===== src/rtl/dds_playback_sequencer.sv =====
// rtl/dds_playback_sequencer.sv - DDS instruction playback address sequencer for one BRAM channel
//
// Purpose: on an accepted start, wait cfg_delay cycles, then step the BRAM read
// address through [start_addr, start_addr+num_instr) holding each instruction for
// cfg_dwell cycles, repeating for cfg_loops passes (0 = until abort).
//
// Ports:
//   i_clk, i_reset           clock, synchronous active-high reset
//   i_start, i_abort         1-cycle commands
//   i_cfg_*                  playback configuration, captured on accepted start
//   o_mem_addr, o_mem_en     BRAM address / read enable
//   o_instr_valid            o_mem_en delayed by RD_LATENCY
//   o_busy                   high in DELAY and RUN
//   o_done, o_aborted        completion / abort pulses
//   o_cfg_err                start rejected for illegal configuration
module dds_playback_sequencer #(
    parameter int ADDR_W     = 17,
    parameter int DWELL_W    = 16,
    parameter int DELAY_W    = 32,
    parameter int LOOP_W     = 8,
    parameter int RD_LATENCY = 1
) (
    input  logic              i_clk,
    input  logic              i_reset,
    input  logic              i_start,
    input  logic              i_abort,
    input  logic [ADDR_W-1:0] i_cfg_start_addr,
    input  logic [ADDR_W:0]   i_cfg_num_instr,
    input  logic [DWELL_W-1:0] i_cfg_dwell,
    input  logic [DELAY_W-1:0] i_cfg_delay,
    input  logic [LOOP_W-1:0] i_cfg_loops,
    output logic [ADDR_W-1:0] o_mem_addr,
    output logic              o_mem_en,
    output logic              o_instr_valid,
    output logic              o_busy,
    output logic              o_done,
    output logic              o_aborted,
    output logic              o_cfg_err
);

    typedef enum logic [1:0] {
        S_IDLE  = 2'd0,
        S_DELAY = 2'd1,
        S_RUN   = 2'd2,
        S_DONE  = 2'd3
    } state_t;

    state_t              r_state;

    // Shadow configuration, frozen for the whole playback
    logic [ADDR_W-1:0]   r_start_addr;
    logic [ADDR_W:0]     r_num_instr;
    logic [DWELL_W-1:0]  r_dwell;
    logic [DELAY_W-1:0]  r_delay;
    logic [LOOP_W-1:0]   r_loops;

    logic [ADDR_W:0]     r_idx;
    logic [DWELL_W-1:0]  r_dwell_cnt;
    logic [DELAY_W-1:0]  r_delay_cnt;
    logic [LOOP_W-1:0]   r_pass_cnt;

    logic [ADDR_W-1:0]   r_mem_addr;
    logic                r_mem_en;
    logic                r_done;
    logic                r_aborted;
    logic                r_cfg_err;
    logic [RD_LATENCY-1:0] r_valid_pipe;

    logic                w_cfg_bad;
    logic                w_last_dwell;
    logic                w_last_instr;
    logic                w_last_delay;
    logic                w_more_passes;
    logic [ADDR_W:0]     w_next_idx;
    logic [ADDR_W-1:0]   w_next_addr;

    assign w_cfg_bad    = (i_cfg_num_instr == '0) || (i_cfg_dwell == '0);
    assign w_last_dwell = (r_dwell_cnt == r_dwell - DWELL_W'(1));
    assign w_last_instr = (r_idx == r_num_instr - (ADDR_W+1)'(1));
    assign w_last_delay = (r_delay_cnt == r_delay - DELAY_W'(1));
    // One extra bit so passes_done+1 cannot wrap when loops is all ones
    assign w_more_passes = (r_loops == '0) ||
                           (({1'b0, r_pass_cnt} + (LOOP_W+1)'(1)) < {1'b0, r_loops});
    assign w_next_idx   = r_idx + (ADDR_W+1)'(1);
    // Address wraps modulo 2^ADDR_W by truncation
    assign w_next_addr  = r_start_addr + w_next_idx[ADDR_W-1:0];

    always_ff @(posedge i_clk) begin
        if (i_reset) begin
            r_state      <= S_IDLE;
            r_start_addr <= '0;
            r_num_instr  <= '0;
            r_dwell      <= '0;
            r_delay      <= '0;
            r_loops      <= '0;
            r_idx        <= '0;
            r_dwell_cnt  <= '0;
            r_delay_cnt  <= '0;
            r_pass_cnt   <= '0;
            r_mem_addr   <= '0;
            r_mem_en     <= 1'b0;
            r_done       <= 1'b0;
            r_aborted    <= 1'b0;
            r_cfg_err    <= 1'b0;
        end else begin
            r_mem_en  <= 1'b0;
            r_done    <= 1'b0;
            r_aborted <= 1'b0;
            r_cfg_err <= 1'b0;
            case (r_state)
                S_IDLE: begin
                    // A simultaneous abort blocks the start
                    if (i_start && !i_abort) begin
                        if (w_cfg_bad) begin
                            r_cfg_err <= 1'b1;
                        end else begin
                            r_start_addr <= i_cfg_start_addr;
                            r_num_instr  <= i_cfg_num_instr;
                            r_dwell      <= i_cfg_dwell;
                            r_delay      <= i_cfg_delay;
                            r_loops      <= i_cfg_loops;
                            r_idx        <= '0;
                            r_dwell_cnt  <= '0;
                            r_delay_cnt  <= '0;
                            r_pass_cnt   <= '0;
                            if (i_cfg_delay != '0) begin
                                r_state <= S_DELAY;
                            end else begin
                                r_state    <= S_RUN;
                                r_mem_en   <= 1'b1;
                                r_mem_addr <= i_cfg_start_addr;
                            end
                        end
                    end
                end
                S_DELAY: begin
                    if (i_abort) begin
                        r_state   <= S_IDLE;
                        r_aborted <= 1'b1;
                    end else if (w_last_delay) begin
                        r_state    <= S_RUN;
                        r_mem_en   <= 1'b1;
                        r_mem_addr <= r_start_addr;
                    end else begin
                        r_delay_cnt <= r_delay_cnt + DELAY_W'(1);
                    end
                end
                S_RUN: begin
                    if (i_abort) begin
                        r_state   <= S_IDLE;
                        r_aborted <= 1'b1;
                    end else if (!w_last_dwell) begin
                        r_dwell_cnt <= r_dwell_cnt + DWELL_W'(1);
                    end else begin
                        r_dwell_cnt <= '0;
                        if (!w_last_instr) begin
                            r_idx      <= w_next_idx;
                            r_mem_en   <= 1'b1;
                            r_mem_addr <= w_next_addr;
                        end else if (w_more_passes) begin
                            // Next pass starts immediately, no gap cycle
                            r_idx      <= '0;
                            r_pass_cnt <= r_pass_cnt + LOOP_W'(1);
                            r_mem_en   <= 1'b1;
                            r_mem_addr <= r_start_addr;
                        end else begin
                            r_state <= S_DONE;
                            r_done  <= 1'b1;
                        end
                    end
                end
                S_DONE: begin
                    // done already issued; abort here has no effect
                    r_state <= S_IDLE;
                end
                default: r_state <= S_IDLE;
            endcase
        end
    end

    // Read-latency alignment; abort does not flush reads already issued
    always_ff @(posedge i_clk) begin
        if (i_reset) begin
            r_valid_pipe <= '0;
        end else begin
            r_valid_pipe[0] <= r_mem_en;
            for (int i = 1; i < RD_LATENCY; i++) begin
                r_valid_pipe[i] <= r_valid_pipe[i-1];
            end
        end
    end

    assign o_mem_addr    = r_mem_addr;
    assign o_mem_en      = r_mem_en;
    assign o_instr_valid = r_valid_pipe[RD_LATENCY-1];
    assign o_busy        = (r_state == S_DELAY) || (r_state == S_RUN);
    assign o_done        = r_done;
    assign o_aborted     = r_aborted;
    assign o_cfg_err     = r_cfg_err;

endmodule


===== config.mk =====
export PLATFORM = sky130hd
export DESIGN_NAME = dds_playback_sequencer
export DESIGN_NICKNAME = d
export VERILOG_FILES = /design/src/rtl/dds_playback_sequencer.sv
export SDC_FILE = /design/constraint.sdc
export NUM_CORES = 1
export LEC_CHECK = 0
export BUFFER_PORTS_ARGS = -buffer_cell sky130_fd_sc_hd__buf_2
export CAP_MARGIN = 20
export CORE_MARGIN = 2
export CORE_UTILIZATION = 40
export CTS_BUF_LIST = sky130_fd_sc_hd__clkbuf_2 sky130_fd_sc_hd__clkbuf_4 sky130_fd_sc_hd__clkbuf_8
export DETAILED_ROUTE_END_ITERATION = 6
export GPL_TIMING_DRIVEN = 0
export PLACE_DENSITY = 0.65
export SETUP_SLACK_MARGIN = 0.15
export SLEW_MARGIN = 5
export SYNTH_ARGS = -nofsm -noshare
export SYNTH_HDL_FRONTEND = slang
export SYNTH_SLANG_ARGS = --single-unit
export TNS_END_PERCENT = 10

===== constraint.sdc =====
create_clock -name i_clk -period 4.6 [get_ports i_clk]
set_input_delay 0.46 -clock i_clk [delete_from_list [all_inputs] [get_ports i_clk]]
set_output_delay 0.46 -clock i_clk [all_outputs]
set_load 0.02 [all_outputs]

## Word-level counts from Yosys, hierarchy flattened

Cells that the tools add are included.

| storage, ports and cells | value |
|---|---|
| bits in registers | 189 |
| output and inout port bits | 23 |
| bits of input ports | 95 |
| logic and storage cells | 135 |

| operators by class | value |
|---|---|
| add/sub/neg operators | 9 |
| magnitude comparators | 1 |
| bitwise operators | 7 |
| reduce and logical (&&, ||, !) cells | 24 |
| muxes and demuxes | 57 |
| equal/unequal tests | 21 |

Operators by type and width:

| kind | count |
|---|---|
| $mux 17 | 9 |
| $mux 32 | 4 |
| $mux 18 | 6 |
| $mux 16 | 4 |
| $pmux 32 s2 | 1 |
| $pmux 17 s3 | 1 |
| $mux 8 | 6 |
| $pmux 18 s2 | 1 |
| $add 32x1->32 const B | 1 |
| $eq 32x32->1 | 1 |
| $pmux 16 s2 | 1 |
| $reduce_bool 32->1 | 1 |
| $sub 32x1->32 const B | 1 |
| $ne 2x2->1 const B | 10 |
| $add 18x1->18 const B | 1 |
| $eq 18x18->1 | 1 |
| $logic_not 18->1 | 1 |
| $mux 2 | 9 |
| $sub 18x1->18 const B | 1 |
| $add 17x17->17 | 1 |
| $add 16x1->16 const B | 1 |
| $eq 16x16->1 | 1 |
| $logic_not 16->1 | 1 |
| $pmux 8 s2 | 1 |
| 27 further kinds | 54 |

## Logic depth before layout (Yosys ltp)

Gate-level depths: netlist of the first run.

| logic depth | value |
|---|---|
| depth after elaboration | 8 |
| gate-level depth with buffers | 15 |
| gate-level depth less buffers | 14 |

## Worst setup path after synthesis of the first run

Ideal clock, no wire load.

| timing | value |
|---|---|
| kind | reg2reg |
| start | register r_dwell[4] |
| end | register r_mem_addr[12] (netlist: o_mem_addr[12]) |
| period minus slack after synthesis | 3.370 ns |
| arrival time | 3.247 ns |
| buffers on the path | 3 |
| library setup time | 0.123 ns |
| required time | 4.477 ns |
| stages on the path, launching flop included | 12 |
| path slack | 1.230 ns |
| path through | dfxtp_1 -> buf_6 -> or4_4 -> buf_6 -> nor4_4 -> xnor2_1 -> or4b_4 -> nor4b_4 -> o2bb2ai_2 -> a211o_1 -> buf_2 -> mux2_1 |

| on the way | value |
|---|---|
| word-level cells in the longest chain between the ends | 4 |

Ends and longest elaborated chain:

| what | line | RTL |
|---|---|---|
| from (decl) | 53 | `logic [DWELL_W-1:0] r_dwell;` |
| from (signal assigned) | 119 | `r_dwell <= i_cfg_dwell;` |
| $sub 16x1->16 | 78 | `assign w_last_dwell = (r_dwell_cnt == r_dwell - DWELL_W'(1));` |
| $eq 16x16->1 | 78 |  |
| $ne 2x2->1 (no source line) | -- |  |
| $reduce_and 9->1 (no source line) | -- |  |
| to (signal assigned) | 131 | `r_mem_addr <= i_cfg_start_addr;` |
| to (signal assigned) | 143 | `r_mem_addr <= r_start_addr;` |
| to (signal assigned) | 159 | `r_mem_addr <= w_next_addr;` |
| to (decl) | 62 | `logic [ADDR_W-1:0] r_mem_addr;` |

Every way passes these cells.
A chain may end at the register's enable or synchronous reset.

## Final worst setup path of the first run

| timing | value |
|---|---|
| start | register r_delay[10] |
| end | register r_delay_cnt[23] |

| on the way | value |
|---|---|
| word-level cells in the longest chain between the ends | 4 |

Ends and longest elaborated chain:

| what | line | RTL |
|---|---|---|
| from (decl) | 54 | `logic [DELAY_W-1:0] r_delay;` |
| from (signal assigned) | 120 | `r_delay <= i_cfg_delay;` |
| $sub 32x1->32 | 80 | `assign w_last_delay = (r_delay_cnt == r_delay - DELAY_W'(1));` |
| $eq 32x32->1 | 80 |  |
| $ne 2x2->1 (no source line) | -- |  |
| $reduce_and 5->1 (no source line) | -- |  |
| to (signal assigned) | 145 | `r_delay_cnt <= r_delay_cnt + DELAY_W'(1);` |
| to (decl) | 59 | `logic [DELAY_W-1:0] r_delay_cnt;` |

Every way passes these cells.

==> out/qor.txt, run 1 <==
Post-Syn Nets - 1703
Core ar. - 29600 µm²
largest area contributor in the netlist - dfxtp_1
Area growth syn-to-layout - 12.7%
Vias - 12100
leakage - 5.11 nW
r2r setup slk - 410 ps
setup tns final - 0 ps
RR Endpoint - r_delay_cnt[23]
Net Sw Power - 2.31 mW
crit start category - flip-flop
combinational fraction of design power - 0.413
fin. max-slew vios - 0
Die Area - 31300 µm²
H-tree Lvls - 4
Synth top area share - 0.317
WS Path Type - reg2reg
drt drc - 0
CTS tree - yes
internal power - 3.03 mW
vias in the first global route - 11400
Antenna Violating Nets Remaining - 0
CP bufs+invs - 2
fin crit period - 4190 ps
fmax - 239 MHz
CP Capture Type - flip-flop
reg2reg path depth - 11
GRT Util Overall - 0.239
Slowest-stage cell, CP - nor4_1
final core utilization - 0.456
Final Cell Area - 13500 µm²
Initial Util - 0.404
ys async rst share - 0
PortBufs - 117
pin count of the biggest net entering global routing - 20
Cells after Synth - 1572
wire per inst - 17.8 µm
Post-DP HPWL - 29000 µm
initial antenna violation count - 1
Synth area leaders - dfxtp_1 32%, nand2_1 8.8%, a21oi_1 6.2%
Distinct cells, synth - 76
Skew-Pair Late Insertion Delay - 510 ps
vias per inst - 5.72
Final setup viols - 0
clock power share - 0.223
GR Overflow Total - 0
ant diodes - 0
critical path's top delay family - simple AND/OR/NAND/NOR gates
WL final - 37500 µm
worst vdd ir - 0.270 mV
# clock sinks - 189
r2r startpoint - r_delay[10]
Initial DRC Count - 773
EDFF count, synth - 0
crit path cell chain - nor4_2 -> nand4_1 -> clkbuf_1 -> a2111o_1 -> o21a_1 -> nor4_1 -> a21oi_2 -> nor2_2 -> buf_2 -> o311ai_0 -> o41ai_1
Hold Startpoint - i_cfg_loops[3]
final worst-path cycle share - 0.910
Final #Nets - 1840
layout cells sized above 1 - 0.116
Crit path largest cell delay - 590 ps
Clock Path Buffers - 2
I/O pin cnt - 118
Reg clk slew, reported paths - 120 ps
pwr dens - 397 nW/µm²
# placed instances - 2079
Worst EP required - 5010 ps
# hold bufs at CTS - 0
Synth Flop Type - dfxtp_1
final hold viol count - 0
Hold Path Sink - r_loops[3]
Pwr Total - 5.35 mW
register area share after synthesis - 0.317
Rows - 63
die height - 177 µm
final clock skew - 21.5 ps
Seq cells post-synth - 189
number of CTS-inserted buffers - 17
clk root buf - clkbuf_8
post-placement cell area - 13000 µm²
mapped cell area - 12000 µm²
Min-Delay Path Class - in2reg
RSZ-0062 raised after global routing - false
router iterations before antenna repair - 5
Non-Filler Instances - 2112
Worst Tran Pin Value - 987 ps
Die Span X - 177 µm
status - finished clean
Crit Path Max Fanout - 10
Reg power frac - 0.364
Hold Path Depth - 3
Synth Warn # - 0
max_slew headroom - 0.342
switching portion of total power - 0.432
first-pass GRT wire length - 59300 µm
Avg Inst Size Synth - 7.60 µm²
max-cap violations - 0
arrival time at the worst endpoint - 4600 ps
GP Congestion - 0.934
==> power by group through the flow <==
stage	logic (mW)	registers, mW	clock network, mW
after floorplan	1.51	1.97	0
after global placement	2.11	1.97	0
after detailed placement	2.15	1.97	0
after CTS	2.17	1.94	1.22
after global routing	2.42	1.96	1.28
final	2.21	1.94	1.19
==> through the flow <==
stage / hold slack (ps) / setup slack (ps)
2_1_floorplan: 445 / 1230
3_5_place_dp: 441 / -102
3_3_place_gp: 441 / -91.3
5_1_grt: 167 / 223
6_report: 173 / 413
4_1_cts: 158 / 197
==> worst max-delay path by stage <==
stage / start / to / slack (ps) / depth (start not counted)
floorplan: r_dwell[4] / o_mem_addr[12] / 1230 / 11
global placement: r_delay[2] / r_delay_cnt[20] / -90 / 11
detailed placement: r_delay[2] / r_delay_cnt[20] / -100 / 11
CTS: r_delay[10] / r_delay_cnt[23] / 200 / 11
global route: r_delay[10] / r_delay_cnt[22] / 220 / 11
finish: r_delay[10] / r_delay_cnt[23] / 410 / 11
==> registers in the layout (all words and copies together) (netlist names) <==
name,cells
r_delay,32
r_delay_cnt,32
r_idx,18
r_num_instr,18
o_mem_addr,17
r_start_addr,17
r_dwell,16
r_dwell_cnt,16
r_loops,8
r_pass_cnt,8
r_state,2
o_aborted,1
o_cfg_err,1
o_done,1
o_instr_valid,1
o_mem_en,1
==> cell usage after synthesis, drive strengths merged, types with 4 or more instances <==
library cell / number
nor4: 54
nor2b: 7
a21oi: 147
and2: 9
o2111ai: 9
o31ai: 6
a21o: 7
a2111oi: 6
xor2: 65
o41ai: 10
clkbuf: 78
mux2i: 9
or3: 19
ha: 35
or4: 17
a211o: 13
or2: 18
inv: 36
and3: 32
o21ai: 46
nor3b: 14
a31oi: 12
nor4b: 8
o21a: 7
nor2: 108
nand4: 32
xnor2: 83
nand3: 43
o211ai: 16
o22ai: 7
a211oi: 8
nand2: 279
and4: 5
dfxtp: 189
nor3: 36
nand2b: 15
o311ai: 13
buf: 16
nand3b: 4
a21boi: 10
==> cell type report <==
type	instances	area, µm²
Fill cell	3038	16100
Multi-Input combinational cell	1252	7660
Sequential cell	189	3780
Timing Repair Buffer	118	591
Tap cell	390	488
Buffer	94	395
Clock buffer	18	241
Clock inverter	14	170
Inverter	37	139
==> metal layers <==
metal	global-route usage	routed length [µm]
met5	0	15
met4	0.0992	1240
met3	0.0352	1880
met2	0.392	17200
met1	0.313	17200
==> placed cells by master, fill, tap and decap left out, types with 17 or more instances in the layout <==
cell,count
nand3_1,43
nor3_1,36
or3_1,19
clkbuf_1,78
ha_1,35
and3_1,32
inv_1,36
xnor2_1,83
o21ai_0,44
xor2_1,65
nor4_1,50
nand4_1,32
dfxtp_1,189
buf_2,127
nor2_1,107
nand2_1,279
clkbuf_8,17
a21oi_1,146
or2_2,18
==> cell families (layout without fill, tap and decap cells) <==
family / Yosys count / after routing / share of synthesized area
multiplexers: 10 / 10 / 0.00848
AND/OR/NAND/NOR: 709 / 709 / 0.295
AO/OA/AOI/OAI: 348 / 348 / 0.187
adder cells (fa/ha/maj): 36 / 36 / 0.0383
XOR/XNOR: 149 / 149 / 0.110
flip-flops: 189 / 189 / 0.317
buffers and inverters: 131 / 281 / 0.0447
==> what timing repair did <==
action	4_1_cts	5_1_grt
setup endpoints to repair	24	24
pin swaps	0	0
gates resized for setup	2	5
setup buffers	0	0
==> worst reg2reg max path: stages (launching register included) <==
cell,delay (ps)
dfxtp_1,400
nor4_2,570
nand4_1,380
clkbuf_1,330
a2111o_1,400
o21a_1,200
nor4_1,590
a21oi_2,290
nor2_2,350
buf_2,290
o311ai_0,180
o41ai_1,100
Note: power is estimated with default switching activity, not from simulation.
==> run 2, diff against run 1 <==
Settings changed: ABC_AREA set to 1, CORE_ASPECT_RATIO set to 0.6, PLACE_DENSITY 0.65 to 0.64, RECOVER_POWER set to 25.
==> run 2 against run 1 <==
Against the previous run: clock power decreased by 4%; setup slack gained 390 ps; combinational power up 64%; die area increased by 8.7%; sequential cell count unchanged; critical endpoint is now o_mem_addr[16].
==> out/qor.txt, run 2 <==
Post-Syn Nets - 2222
crit start category - flip-flop
GRT Util Overall - 0.269
Cells after Synth - 2091
final setup margin - 808 ps
Non-Filler Instances - 2667
Seq cells post-synth - 189
vias per inst - 5.30
Post-DP HPWL - 37800 µm
final hold viol count - 0
Vias - 14100
die height - 144 µm
ys async rst share - 0
initial antenna violation count - 4
Die Area - 34000 µm²
Clock Path Buffers - 2
Crit path largest cell delay - 490 ps
Skew-Pair Late Insertion Delay - 510 ps
Synth Flop Type - dfxtp_1
Reg clk slew, reported paths - 110 ps
commonest cells after routing, fill and taps aside - 559 x nand2_1, 271 x nor2_1, 234 x inv_1
internal power - 3.46 mW
first-pass GRT wire length - 69900 µm
worst vdd ir - 0.220 mV
Worst Tran Pin Value - 789 ps
wire per inst - 17.2 µm
GP Congestion - 0.933
# Post-CTS Setup Buffers - 0
# clock sinks - 189
Area growth syn-to-layout - 11.4%
# hold bufs at CTS - 0
Reg power frac - 0.309
crit path cell chain - inv_1 -> nor2_1 -> nand3_1 -> nor3_1 -> nand3_1 -> nor2_1 -> nand3_1 -> xor2_1 -> inv_1 -> ha_1 -> nand2_1 -> nor3_1 -> and2_1 -> a21oi_1 -> xor2_1 -> nand2_1 -> nand3_1 -> nand2_1 -> nand4_1 -> a21oi_1
fin. max-slew vios - 0
most common cell after layout, fill and taps aside - nand2_1
CP bufs+invs - 2
WS Path Type - reg2reg
Initial Util - 0.403
status - finished clean
drt drc - 0
Antenna Violating Nets Remaining - 0
most common cell in the netlist - nand2_1
switching portion of total power - 0.499
PortBufs - 116
Avg Inst Size Synth - 6.21 µm²
Synth area leaders - dfxtp_1 29%, nand2_1 16%, nor2_1 7.8%
pin count of the biggest net entering global routing - 18
Commonest cells post-synth - 559 x nand2_1, 271 x nor2_1, 234 x inv_1, 189 x dfxtp_1, 185 x a21oi_1
WL final - 45900 µm
register area share after synthesis - 0.291
GR Overflow Total - 0
post-placement cell area - 14100 µm²
CP Capture Type - flip-flop
router iterations before antenna repair - 7
H-tree Lvls - 4
Slowest-stage cell, CP - dfxtp_1
Final #Nets - 2357
Regs by FF count - r_delay x32, r_delay_cnt x32
Final Cell Area - 14500 µm²
# fillers - 3495
mapped cell area - 13000 µm²
Rows - 51
RSZ-0062 raised after global routing - false
Hold WS - 202 ps
Net Sw Power - 3.44 mW
Distinct cells, synth - 46
critical path's top delay family - simple AND/OR/NAND/NOR gates
clock power share - 0.166
arrival time at the worst endpoint - 4230 ps
Min-Delay Path Class - in2reg
combinational fraction of design power - 0.525
layout cells sized above 1 - 0.0849
leakage - 6.33 nW
vias in the first global route - 12500
EDFF count, synth - 0
pre-CTS WS - 944 ps
final worst-path cycle share - 0.824
crit-path most repeated cell - nand3_1
I/O pin cnt - 118
fmax - 264 MHz
setup tns final - 0 ps
fin crit period - 3790 ps
CTS tree - yes
pwr dens - 476 nW/µm²
final clock skew - 18.9 ps
max-cap violations - 0
Synth Warn # - 0
Final setup viols - 0
clk root buf - clkbuf_8
PostCTS Resize Cnt - 0
Crit Path Max Fanout - 4
largest area contributor in the netlist - dfxtp_1
# placed instances - 2631
Die Span X - 237 µm
number of CTS-inserted buffers - 17
Worst EP required - 5040 ps
Synth top area share - 0.291
max_slew headroom - 0.474
Core ar. - 32200 µm²
Initial DRC Count - 1587
run 2: cell types whose count changed after synthesis, moves of 19 or more:
cell,previous run,this run
nand2_1,279,559
o21ai_0,44,92
xor2_1,65,87
a21oi_1,147,185
nor2_1,107,271
inv_1,36,234
clkbuf_1,78,52
nand3_1,43,112
nor4_1,51,26
and3_1,32,1
or3_1,19,0
xnor2_1,83,29
nor2_2,1,21
nand4_1,32,51
run 2: cell families after synthesis:
kind of cell / synth area share
fa+ha+maj: 0.0352
simple gates: 0.369
buf+inv: 0.0957
flops: 0.291
compound gates: 0.131
xor+xnor: 0.0782
run 2: worst reg2reg max path: stages, from the launching register on:
cell,delay (ps)
dfxtp_1,490
inv_1,170
nor2_1,200
nand3_1,140
nor3_1,310
nand3_1,200
nor2_1,190
nand3_1,160
xor2_1,260
inv_1,90
ha_1,300
nand2_1,70
nor3_1,190
and2_1,160
a21oi_1,90
xor2_1,170
nand2_1,60
nand3_1,70
nand2_1,90
nand4_1,140
a21oi_1,160
run 2: per-layer routing:
layer	vias to the layer above	track usage	share of wire
met4	0	0.0730	0.018
li1	7025	-	-
met1	6442	0.418	0.50
met3	57	0.0572	0.10
met2	623	0.362	0.38
met5	-	0	0
run 2: area by class of cell:
type,instances,area (µm²),share of cell area
flip-flops and latches,189,3780,0.261
clock buffers,18,248,0.0171
plain buffers,71,339,0.0234
repair buffers,116,551,0.0380
multi-input cells,1590,7970,0.551
diodes,4,10.0,0.000692
clock inverters,14,138,0.00951
well taps,424,531,0.0367
inverters,241,905,0.0625
run 2: path summary, 6_finish.rpt:
check	startpoint	end	slack [ps]	depth (start not counted)
worst max-delay path	r_idx[2]	o_mem_addr[16]	810	20
worst min-delay path	i_cfg_num_instr[11]	r_num_instr[11]	200	3
worst max register to register	r_idx[2]	o_mem_addr[16]	810	20
worst min register to register	o_mem_en	o_instr_valid	450	2
run 2: power groups by stage:
stage / logic [mW] / clock network [mW] / registers, mW
global placement: 3.52 / 0 / 2.15
CTS: 3.57 / 1.16 / 2.12
floorplan: 2.53 / 0 / 2.16
detailed placement: 3.55 / 0 / 2.16
finish: 3.62 / 1.14 / 2.13
global route: 4.04 / 1.21 / 2.16
run 2: per-stage QoR:
stage | power, mW | utilization
6_report | 6.89 | 0.449
5_1_grt | 7.41 | 0.449
4_1_cts | 6.85 | 0.450
3_5_place_dp | 5.71 | 0.438
3_3_place_gp | 5.67 | 0.438
2_1_floorplan | 4.69 | -
